`src/rtl/pc_out_arbiter.sv`:
```
// Weighted round-robin arbiter sharing one registered output channel between
// NREQ word sources; grants are held for a whole message (until in_last).
module pc_out_arbiter #(
  parameter int NREQ    = 3,
  parameter int N       = 35,
  parameter int NWEIGHT = 4,
  localparam int GW     = (NREQ > 1) ? $clog2(NREQ) : 1
) (
  input  logic                  clk,
  input  logic                  reset,
  input  logic [NREQ*N-1:0]     in_d,
  input  logic [NREQ-1:0]       in_last,
  input  logic [NREQ-1:0]       in_v,
  output logic [NREQ-1:0]       in_a,
  output logic [N-1:0]          out_d,
  output logic                  out_v,
  input  logic                  out_a,
  input  logic [NREQ-1:0]       conf_en,
  input  logic [NREQ*NWEIGHT-1:0] conf_wt,
  output logic [GW-1:0]         grant,
  output logic                  busy
);

  localparam logic [0:0] IDLE = 1'b0;
  localparam logic [0:0] BUSY = 1'b1;
  localparam int unsigned NREQ_U = NREQ;

  logic [0:0]         state_q, state_d;
  logic [GW-1:0]      rr_ptr_q, rr_ptr_d;
  logic [GW-1:0]      grant_q, grant_d;
  logic [NWEIGHT-1:0] credit_q, credit_d;
  logic [N-1:0]       out_d_q, out_d_d;
  logic               out_v_q, out_v_d;

  logic               found;
  logic [GW-1:0]      pick;
  logic [NWEIGHT-1:0] pick_wt;
  logic [NWEIGHT-1:0] credit_dec;
  logic               accept;

  function automatic logic [GW-1:0] wrap_inc(input logic [GW-1:0] base,
                                             input int unsigned off);
    int unsigned s;
    s = 32'(base) + off;
    if (s >= NREQ_U) s = s - NREQ_U;
    return GW'(s);
  endfunction

  // Round-robin scan starting at rr_ptr; first enabled and valid source wins.
  always_comb begin
    found = 1'b0;
    pick  = '0;
    for (int unsigned k = 0; k < NREQ_U; k++) begin
      if (!found && conf_en[wrap_inc(rr_ptr_q, k)] && in_v[wrap_inc(rr_ptr_q, k)]) begin
        found = 1'b1;
        pick  = wrap_inc(rr_ptr_q, k);
      end
    end
  end

  assign pick_wt    = conf_wt[32'(pick)*NWEIGHT +: NWEIGHT];
  assign credit_dec = (credit_q != '0) ? credit_q - NWEIGHT'(1) : '0;
  assign accept     = (state_q == BUSY) && in_v[grant_q] && (!out_v_q || out_a);

  always_comb begin
    in_a = '0;
    if (state_q == BUSY) in_a[grant_q] = accept;
  end

  always_comb begin
    state_d  = state_q;
    rr_ptr_d = rr_ptr_q;
    grant_d  = grant_q;
    credit_d = credit_q;
    out_d_d  = out_d_q;
    out_v_d  = out_v_q && !out_a;
    if (state_q == IDLE) begin
      if (found) begin
        grant_d = pick;
        state_d = BUSY;
        // Leftover credit is only honoured when the pointer source wins again.
        if (!(pick == rr_ptr_q && credit_q != '0)) begin
          credit_d = (pick_wt == '0) ? NWEIGHT'(1) : pick_wt;
          rr_ptr_d = pick;
        end
      end
    end else if (accept) begin
      out_d_d = in_d[32'(grant_q)*N +: N];
      out_v_d = 1'b1;
      if (in_last[grant_q]) begin
        credit_d = credit_dec;
        state_d  = IDLE;
        if (credit_dec == '0) rr_ptr_d = wrap_inc(grant_q, 1);
      end
    end
  end

  always_ff @(posedge clk or negedge reset) begin
    if (!reset) begin
      state_q  <= IDLE;
      rr_ptr_q <= '0;
      grant_q  <= '0;
      credit_q <= '0;
      out_d_q  <= '0;
      out_v_q  <= 1'b0;
    end else begin
      state_q  <= state_d;
      rr_ptr_q <= rr_ptr_d;
      grant_q  <= grant_d;
      credit_q <= credit_d;
      out_d_q  <= out_d_d;
      out_v_q  <= out_v_d;
    end
  end

  assign out_d = out_d_q;
  assign out_v = out_v_q;
  assign grant = grant_q;
  assign busy  = (state_q == BUSY);

endmodule

```
`config.mk`:
```
export PLATFORM = sky130hd
export DESIGN_NAME = pc_out_arbiter
export DESIGN_NICKNAME = d
export VERILOG_FILES = /design/src/rtl/pc_out_arbiter.sv
export SDC_FILE = /design/constraint.sdc
export NUM_CORES = 1
export LEC_CHECK = 0
export CAP_MARGIN = 20
export CORE_MARGIN = 2
export CORE_UTILIZATION = 35
export DETAILED_ROUTE_END_ITERATION = 12
export GPL_TIMING_DRIVEN = 0
export PLACE_DENSITY = 0.82
export SLEW_MARGIN = 30
export SYNTH_ARGS = -nofsm -noshare
export SYNTH_HDL_FRONTEND = slang
export SYNTH_SLANG_ARGS = --single-unit
```
`constraint.sdc`:
```
create_clock -name clk -period 2.6 [get_ports clk]
set_input_delay 0.52 -clock clk [delete_from_list [all_inputs] [get_ports clk]]
set_output_delay 0.52 -clock clk [all_outputs]
set_load 0.1 [all_outputs]
```
# == After elaboration in Yosys (flattened, before gate mapping) ==
# Cells that the tools add are included.
# op_classes
addsub,8
shifts,2
muxes,48
n_eq_ne,5
n_lt_le_gt_ge,9
div,0
multipliers,1
reduce_logical,23
n_bitwise,2
# ops
operator,n
$shiftx A105 B9 Y35,1
$mux W4,7
$mux W2,13
$mux W1,18
$bmux W1 S2,8
$lt A2 B3 Y1 const B,4
$shiftx A12 B5 Y4,1
$logic_and A1 B1 Y1,10
$ge A3 B2 Y1 const B,3
$logic_not A4 Y1,2
$mul A2 B6 Y8 const B,1
$sub A2 B2 Y2 const B,4
$add A2 B1 Y3 const B,2
$ne A2 B1 Y1 const B,3
$reduce_and A5 Y1,1
$logic_not A1 Y1,4
$reduce_and A2 Y1,2
$reduce_and A4 Y1,1
$reduce_bool A4 Y1,1
$sub A4 B1 Y4 const B,1
$add A2 B2 Y3 const B,1
$and A3 B3 Y3,1
$mux W3,1
$demux W1 S2,1
7 further kinds,7
# totals
wordCells,104
output_inout_bits,42
n_memories,0
regBits,45
ramBits,0
mem_bits_ro,0
in_bits,129
latchBits,0

# == Depth between registers and ports, before layout ==
# depth
depth_word,20
depth_mapped,12
ltp_nobuf,10

# == Worst setup path after synthesis ==
# Ideal clock, no wire load.
# synth_timing
kind,register to output
from,register grant_q[0] (netlist: grant[0])
to,output port in_a[0]
path_buffers,3
path_stages_with_launch,8
arrival_ns,3.305
setup_slack_ns,-1.225
required_time_ns,2.080
path_cell_list,dfrtp_1 nor2b_1 buf_2 and2_1 o211ai_1 clkbuf_1 clkbuf_1 nor2_1
# synth_via
elab_chain_len,6
elab_cells_between_ends,11
classes_between,order compare (2); mux (5); bitwise (1); reduce/logical (3)
# synth_rtl
item,line,text
start: declaration,30,"logic [GW-1:0] grant_q, grant_d;"
start signal: assignment,109,grant_q <= grant_d;
$lt A2 B3 Y1 (not written as such) (tied with other cells),67,if (state_q == BUSY) in_a[grant_q] = accept;
$logic_and A1 B1 Y1 (not written as such) / $mux W1 (equally long branches),"67, 63",
$mux W1 (not written as such) / $logic_and A1 B1 Y1 (equally long branches),"67, 63",
$demux W1 S2 / $logic_and A1 B1 Y1 (equally long branches),"67, 63",
$and A3 B3 Y3 (no source line) (*),--,
$mux W3 (*),67,
end: declaration,14,"output logic [NREQ-1:0] in_a,"
# Every way passes the cells marked *; elsewhere a longest branch is shown, timed or not. The select of a mux whose other input is x is not followed.

# == Worst setup path after layout ==
# layout_timing
from,input port in_v[1]
to,register credit_q[2]
# layout_via
elab_chain_len,18
elab_cells_between_ends,35
classes_between,eq/ne (3); shift (1); mux (18); reduce/logical (13)
# layout_rtl
item,line,text
start: declaration,13,"input logic [NREQ-1:0] in_v,"
$bmux W1 S2,54,"if (!found && conf_en[wrap_inc(rr_ptr_q, k)] && in_v[wrap_inc(rr_ptr_q, k)]) begin"
$mux W1 (not written as such),54,
$logic_and A1 B1 Y1,54,
$mux W1,54,
$logic_not A1 Y1,54,
$logic_and A1 B1 Y1 (2 in a row),54,
$mux W1,54,
$logic_not A1 Y1,54,
$logic_and A1 B1 Y1 (2 in a row),54,
$mux W2,54,
$shiftx A12 B5 Y4,61,assign pick_wt = conf_wt[32'(pick)*NWEIGHT +: NWEIGHT];
$logic_not A4 Y1,83,credit_d = (pick_wt == '0) ? NWEIGHT'(1) : pick_wt;
$mux W4,83,
$mux W4,82,if (!(pick == rr_ptr_q && credit_q != '0)) begin
$mux W4,78,if (found) begin
$mux W4,77,if (state_q == IDLE) begin
end signal: assignment,110,credit_q <= credit_d;
end: declaration,31,"logic [NWEIGHT-1:0] credit_q, credit_d;"
# Several ways; a longest one is shown, not always the timed one. The select of a mux whose other input is x is not followed.
# A chain may end at the register's enable or synchronous reset.

==> flow_metrics.env <==
export IMPL_worstReg2RegEnd="credit_q[2]"
export IMPL_design_area_um2=5280
export IMPL_mostFrequentLayoutCells="clkdlybuf4s50_1, nand2_1, nor2_1, dfrtp_1"
export IMPL_min_period_ns=2.65
export IMPL_syn_nets=491
export IMPL_cts_tree="yes"
export IMPL_p_total_w=0.00739
export IMPL_dpl_hpwl_mm=8.20
export IMPL_syn_area_per_cell_um2=8.42
export IMPL_setup_viol=5
export IMPL_max_freq_ghz=0.377
export IMPL_io_pins=171
export IMPL_overflow=0
export IMPL_totalWireLength_mm=10.8
export IMPL_grt_usage=0.209
export IMPL_start_kind="input port"
export IMPL_area_growth_pct=76.7
export IMPL_wl_met1_mm=4.23
export IMPL_grt_setup_unrepaired="true"
export IMPL_relSlewSlack=0.333
export IMPL_port_buffers=170
export IMPL_cp_startpoint="in_v[1]"
export IMPL_max_cap_viol_count=0
export IMPL_worstRegToRegCells=13
export IMPL_netlist_instances=355
export IMPL_status="finished, violations left"
export IMPL_violations="setup timing"
export IMPL_n_fill_cell=697
export IMPL_cp_cell_sequence="clkdlybuf4s50_1 -> nand4b_1 -> buf_6 -> a31oi_4 -> o22ai_4 -> xnor2_2 -> nor3_2 -> a31oi_4 -> buf_6 -> buf_4 -> a32o_1"
export IMPL_drt_pre_antenna_iters=4
export IMPL_cts_made_buffers=5
export IMPL_finalNonFillerCells=657
export IMPL_drc=0
export IMPL_cts_max_level=2
export IMPL_ir_worst_vdd_mv=0.717
export IMPL_hold_buffers=0
export IMPL_worst_pin_slew_ns=0.998
export IMPL_cp_end_kind="flop"
export IMPL_multi_input_area_um2=1850
export IMPL_yosysWarnings=0
export IMPL_p_leak_nw=2.14
export IMPL_diodes=0
export IMPL_antenna_left=0
export IMPL_floorplan_die_width_um=96.4
export IMPL_gp_congestion=0.870
export IMPL_fin_crit_sh=1.02
export IMPL_wl_met3_um=925
export IMPL_regToRegSetupSlack_ns=-0.03
export IMPL_cts_clk_slew_worst_paths_ns=0.09
export IMPL_final_common_cell="clkdlybuf4s50_1"
export IMPL_drt_iter0_markers=169
export IMPL_cp_slowest_cell="clkdlybuf4s50_1"
export IMPL_met2_length_mm=5.51
export IMPL_die_h_um=96.4
export IMPL_viasPerCell=5.21
export IMPL_ys_flop_type="dfrtp_1"
export IMPL_drv_slew=0
export IMPL_antenna_found_initial=0
export IMPL_setup_worst_path_class="input port to flop"
export IMPL_grt_pass1_wl_mm=15.2
export IMPL_coreArea_um2=8260
export IMPL_via_count=3424
export IMPL_ys_seq_area_frac=0.377
export IMPL_synth_edff_count=0
export IMPL_cts_buffer_depth=2
export IMPL_critical_path_max_stage_delay_ns=0.59
export IMPL_cp_data_arrival_time_ns=2.83
export IMPL_clock_sinks=45
export IMPL_post_place_ws_ns=-1.06
export IMPL_cp_max_fo=8
export IMPL_dieArea_um2=9290
export IMPL_hp_class="input port to async pin"
export IMPL_clockRootBuffer="clkbuf_8"
export IMPL_clock_insertion_delay_worst_skew_ns=0.30
export IMPL_start_util=0.362
export IMPL_setup_ws_ns=-0.0527
export IMPL_nNetsFinal=687
export IMPL_place_inst=631
export IMPL_p_per_area_nw_per_um2=1400
export IMPL_fin_skew_ns=0.0107
export IMPL_r2r_start="rr_ptr_q[0]"
export IMPL_final_seq_area_um2=1130
export IMPL_core_rowCount=33
export IMPL_hold_viol_final=0
export IMPL_yosysUniqueCellTypes=51
export IMPL_grt_max_degree=25
export IMPL_routedWlPerCell_um=16.5
export IMPL_crit_end="credit_q[2]"
export IMPL_dr_max_layer_used="met4"
export IMPL_synth_seq_cells=45
export IMPL_synth_area_um2=2990
export IMPL_grt_pass1_vias=3219
export IMPL_place_area_um2=4890
export IMPL_fin_util=0.639
export IMPL_cp_data_required_time_ns=2.78
export IMPL_drive_gt1_frac=0.134
export IMPL_async_flop_share=1.00
-- worst min-delay path by stage --
| stage | endpoint | slack [ns] | cells past startpoint |
|---|---|---|---|
| after floorplan | busy | 0.22 | 0 |
| after global placement | out_d[11] | 0.46 | 2 |
| after detailed placement | out_d[10] | 0.47 | 2 |
| after CTS | out_d[29] | 0.23 | 1 |
| after global routing | out_d[32] | 0.25 | 1 |
| final | out_d[29] | 0.21 | 1 |
-- cell usage after synthesis (2+ instances only) --
master / count / area (um2)
and3_1: 3 / 18.8
nand3_1: 2 / 10.0
a21oi_1: 44 / 220
nand2b_1: 3 / 18.8
nor2_1: 47 / 176
nand4b_1: 2 / 17.5
nand4_1: 3 / 18.8
o21ai_0: 41 / 205
a22o_1: 2 / 17.5
nand2_1: 45 / 169
ha_1: 7 / 87.6
nor2b_1: 2 / 12.5
buf_1: 5 / 18.8
o21ai_1: 2 / 10.0
clkbuf_1: 14 / 52.6
mux2i_1: 40 / 400
buf_2: 2 / 10.0
a32o_1: 3 / 30.0
a21o_1: 2 / 15.0
inv_1: 9 / 33.8
a31oi_1: 3 / 18.8
dfrtp_1: 45 / 1130
-- kinds of logic after synthesis --
kind of cell    share of synthesized area
simple gates                        0.186
compound gates                      0.218
flops                               0.377
mux                                 0.142
buf+inv                            0.0448
fa+ha+maj                          0.0293
xor+xnor                          0.00293
-- metrics by stage --
step	hold WS [ns]	setup TNS, ns
2_1_floorplan	0.224	0
3_3_place_gp	0.460	-11.66
3_5_place_dp	0.470	-4.93
4_1_cts	0.226	0
5_1_grt	0.247	-0.475
6_report	0.211	-0.154
-- worst max-delay path, delay by kind of cell --
family                    cells  cell delay [ns]
and+or+nand+nor               2             0.46
xor gates and xnor gates      1             0.16
buffers and inverters         4             1.08
AOI/OAI and AO/OA             4             0.60
-- routing by layer --
metal | vias up | global-route usage
li1 | 1645 | -
met1 | 1613 | 0.250
met3 | 18 | 0.0481
met4 | 0 | 0.0376
met5 | - | 0
met2 | 148 | 0.387
-- flip-flops by register name (all words and copies together) (netlist names) --
name,count
grant,2
credit_q,4
rr_ptr_q,2
busy,1
out_d,35
out_v,1
-- power breakdown --
part | total, W | internal [W] | leakage (nW) | switching [W]
clock network | 0.000551 | 0.000313 | 0.0574 | 0.000238
logic | 0.00558 | 0.00179 | 1.53 | 0.00379
registers | 0.00126 | 0.00104 | 0.557 | 0.000227
total | 0.00739 | 0.00314 | 2.14 | 0.00426
-- repair_timing --
item	4_1_cts	5_1_grt
gates cloned	0	1
setup buffers	8	11
resized for setup	31	30
pin swaps	4	11
endpoints found under the setup margin	9	18
-- area by class of cell --
class,instances,area share
inverter,9,0.00687
sequential,45,0.215
buffer,21,0.0218
timing repair buffer,191,0.359
clock buffer,6,0.0156
tap,105,0.0249
multi-input combinational,278,0.350
clock inverter,2,0.00711
Note: power is estimated with default switching activity, not from simulation.
